File: src/rtl/gray_updown_nbits.sv
// gray_updown_nbits: parametrised up/down Gray-code counter.
// It supports a synchronous parallel load, optional saturation at both ends
// of the range, and a binary mirror of the count. gray_out is kept in its own
// register, so it never toggles through intermediate codes on an update.
module gray_updown_nbits #(
    parameter int N        = 5,
    parameter bit SATURATE = 1'b0
) (
    input  logic         clk,
    input  logic         rst,
    input  logic         clk_en,
    input  logic         up_dn,
    input  logic         load,
    input  logic [N-1:0] load_val,
    output logic [N-1:0] gray_out,
    output logic [N-1:0] bin_out,
    output logic         wrap,
    output logic         at_limit
);

    logic [N-1:0] cnt;
    logic [N-1:0] next_cnt;
    logic         next_wrap;
    logic         cnt_is_max;
    logic         cnt_is_min;

    assign cnt_is_max = (cnt == '1);
    assign cnt_is_min = (cnt == '0);

    // Next-count selection: load beats count enable; the ends of the range either wrap or hold
    always_comb begin
        next_cnt  = cnt;
        next_wrap = 1'b0;
        if (load) begin
            next_cnt = load_val;
        end else if (clk_en) begin
            if (up_dn) begin
                if (!cnt_is_max) begin
                    next_cnt = cnt + N'(1);
                end else if (!SATURATE) begin
                    next_cnt  = '0;
                    next_wrap = 1'b1;
                end
            end else begin
                if (!cnt_is_min) begin
                    next_cnt = cnt - N'(1);
                end else if (!SATURATE) begin
                    next_cnt  = '1;
                    next_wrap = 1'b1;
                end
            end
        end
    end

    // Binary count, Gray code and wrap pulse all register on the same edge; reset wins over everything
    always_ff @(posedge clk) begin
        if (rst) begin
            cnt      <= '0;
            gray_out <= '0;
            wrap     <= 1'b0;
        end else begin
            cnt      <= next_cnt;
            gray_out <= next_cnt ^ (next_cnt >> 1);
            wrap     <= next_wrap;
        end
    end

    assign bin_out  = cnt;
    assign at_limit = up_dn ? cnt_is_max : cnt_is_min;

endmodule

File: config.mk
export PLATFORM = sky130hd
export DESIGN_NAME = gray_updown_nbits
export DESIGN_NICKNAME = d
export VERILOG_FILES = /design/src/rtl/gray_updown_nbits.sv
export SDC_FILE = /design/constraint.sdc
export NUM_CORES = 1
export LEC_CHECK = 0
export CORE_MARGIN = 1
export CORE_UTILIZATION = 40
export DETAILED_ROUTE_END_ITERATION = 16
export PLACE_DENSITY = 0.71
export SYNTH_ARGS = -nofsm -noshare
export SYNTH_HDL_FRONTEND = slang
export SYNTH_SLANG_ARGS = --single-unit
export TNS_END_PERCENT = 20
File: constraint.sdc
create_clock -name clk -period 5.5 [get_ports clk]
set_clock_uncertainty 0.05 [all_clocks]
set_input_delay 1.65 -clock clk [delete_from_list [all_inputs] [get_ports clk]]
set_output_delay 1.65 -clock clk [all_outputs]
set_load 0.005 [all_outputs]
==> flow_metrics.tcl, run 1 <==
set metrics [dict create \
    cp-end-kind "output pin" \
    cts-root-buf "clkbuf_4" \
    layout-drive-gt1-share_pct 11.7 \
    place.port_buffers 21 \
    dr_wl_met3_um 84 \
    area_delta_synth_final_pct 32.5 \
    dp.cells 107 \
    path_max_fanout 10 \
    final_antenna_net_count 0 \
    grt_max_degree 12 \
    post_cts_buffers 0 \
    hold_viol_final 0 \
    antenna_found_initial 0 \
    ys_types 34 \
    fin_tns_setup_ns 0 \
    fin_crit_ns 4.81 \
    slew_headroom_pct 72.1 \
    track_usage_pct 17.7 \
    dieWidth_um 42.7 \
    grt_pass1_wl_um 2430 \
    wl_met2_um 686 \
    die_h_um 42.7 \
    cts_buffers 3 \
    finalMaxSlewViolations 0 \
    grt-ovfl-total 0 \
    tightest_slew_ns 0.416 \
    clk_pin_slew_worst_paths_ns 0.06 \
    fin_area_um2 878 \
    multi_input_area_um2 407 \
    synth-seq-cells 10 \
    rsz0062_at_grt "false" \
    synth_common_cells "10 x dfxtp_1, 6 x nand2_1, 5 x inv_1" \
    total_power_uw 196 \
    min-delay-path-class "reg -> reg" \
    first_pass_iters 2 \
    yosys.area.top_type "dfxtp_1" \
    drtIter0Drc 4 \
    ff_latch_area_um2 200 \
    clock.fmax_ghz 0.208 \
    cts.path.max_buffers 2 \
    outcome "completed" \
    num-fill-cells 147 \
    synth-seq-area-share_pct 30.2 \
    die-area_um2 1820 \
    n_antenna_cell 0 \
    stdcell_count 110 \
    final_util_pct 57.6 \
    place_hpwl_um 1070 \
    core_area_um2 1520 \
    drv_cap 0 \
    rows 14 \
    synth.area.top_cells "dfxtp_1 30%, ha_1 5.7%, nor3b_1 4.5%" \
    synthArstFlopShare_pct 0 \
    cts_hold_buf 0 \
    syn_area_um2 663 \
    drt-total-wl_um 1450 \
    avgRoutedWirePerCell_um 13.1 \
    synth-main-ff-cell "dfxtp_1" \
    syn_nets 87 \
    vias_per_cell 5.59 \
    synthCells 74 \
    cp-start-kind "input pin" \
    irDropWorstVdd_uv 165 \
    path_class "in -> out" \
    post_cts_resized 0 \
    nets 109 \
    insertion_delay_ns 0.26 \
    setup_viol 0 \
    clock_tree.htree_level_count 1 \
    cts_tree "built" \
    vias 615 \
    yosysMostFrequentCell "dfxtp_1" \
    cp_data_required_time_ns 3.80 \
    start_util_pct 43.5 \
    grt_pass1_vias 599 \
    pin_count 22 \
    wirelength_met1_um 659 \
    cts.sinks 10 \
    place_congestion 0.916 \
    yosys_warnings 0 \
    p_leak_uw 0.000356 \
    postPlaceCellArea_um2 856 \
    syn_area_per_cell_um2 8.96 \
    period_share_pct 87.4 \
    synth_edf_count 0 \
    drc_errors 0 \
    cp.arrival_ns 3.11 \
    synth_top_area_share_pct 30.2 \
    maxUsedRoutingLayer "met4" \
    p_per_area_nw_per_um2 223 \
]
-- cells by family after synthesis --
family          Yosys count  share of synthesized area, %
compound gates           16                          19.6
xor+xnor                  3                          3.96
fa+ha+maj                 3                          5.66
buf+inv                   9                          8.49
flops                    10                          30.2
mux                       2                          3.40
simple gates             31                          28.7
-- where the power goes --
group	internal [uW]	switching [uW]
logic	37.2	24.4
registers	79.3	6.16
clock network	25.2	23.3
-- area by class of cell --
class / count / area share [%]
Sequential cell: 10 / 22.8
Timing Repair Buffer: 21 / 23.9
Inverter: 5 / 2.14
Multi-Input combinational cell: 55 / 46.3
Tap cell: 16 / 2.28
Clock buffer: 3 / 2.56
-- state kept, by name, indices dropped and copies added (netlist names) --
| register | count |
|---|---|
| gray_out | 5 |
| bin_out | 4 |
| wrap | 1 |
-- per-stage QoR --
stage / worst slack, ns / hold WS (ns)
after detailed placement: 0.712 / 0.560
after floorplan: 1.76 / 0.499
after global placement: 0.746 / 0.558
after global routing: 0.588 / 0.614
after CTS: 0.703 / 0.576
final: 0.694 / 0.569
-- per-layer routing --
layer	vias up	track usage [%]
li1	309	-
met1	286	20.6
met2	18	29.1
met3	2	8.09
met4	0	5.00
met5	-	0
-- critical path, cell delays in order --
cell and delay, ns:
clkdlybuf4s50_1 0.65, inv_1 0.18, nand2b_4 0.11, nand2_1 0.06, clkdlybuf4s50_1 0.44
-- path summary, 6_finish.rpt --
| check | from | endpoint | slack (ns) | depth (start not counted) |
|---|---|---|---|---|
| worst min-delay path | gray_out[4] | gray_out[4] | 0.57 | 2 |
| worst max-delay path | up_dn | at_limit | 0.69 | 5 |
| worst min register to register | gray_out[4] | gray_out[4] | 0.57 | 2 |
| worst max register to register | bin_out[0] | gray_out[2] | 3.10 | 8 |
-- cells in the final DEF (no fill, tap or decap), drive strengths merged, types with 3 or more instances in the layout --
cell type / count
nor2: 4
clkbuf: 3
nor2b: 3
nand3: 3
dfxtp: 10
ha: 3
inv: 5
nand2: 6
nor3b: 4
and2: 3
clkdlybuf4s50: 21
o21ai: 4
No activity file was read; power rests on OpenSTA's default activity.
==> run 2: changes to the inputs <==
--- a/config.mk
+++ b/config.mk
@@ -8,6 +8,7 @@
 export CORE_MARGIN = 1
 export CORE_UTILIZATION = 40
 export DETAILED_ROUTE_END_ITERATION = 16
+export HOLD_SLACK_MARGIN = 0.02
 export PLACE_DENSITY = 0.71
 export SYNTH_ARGS = -nofsm -noshare
 export SYNTH_HDL_FRONTEND = slang
==> results of run 2 <==
Same layout as run 1: the final DEF is identical, and so are final timing and power.
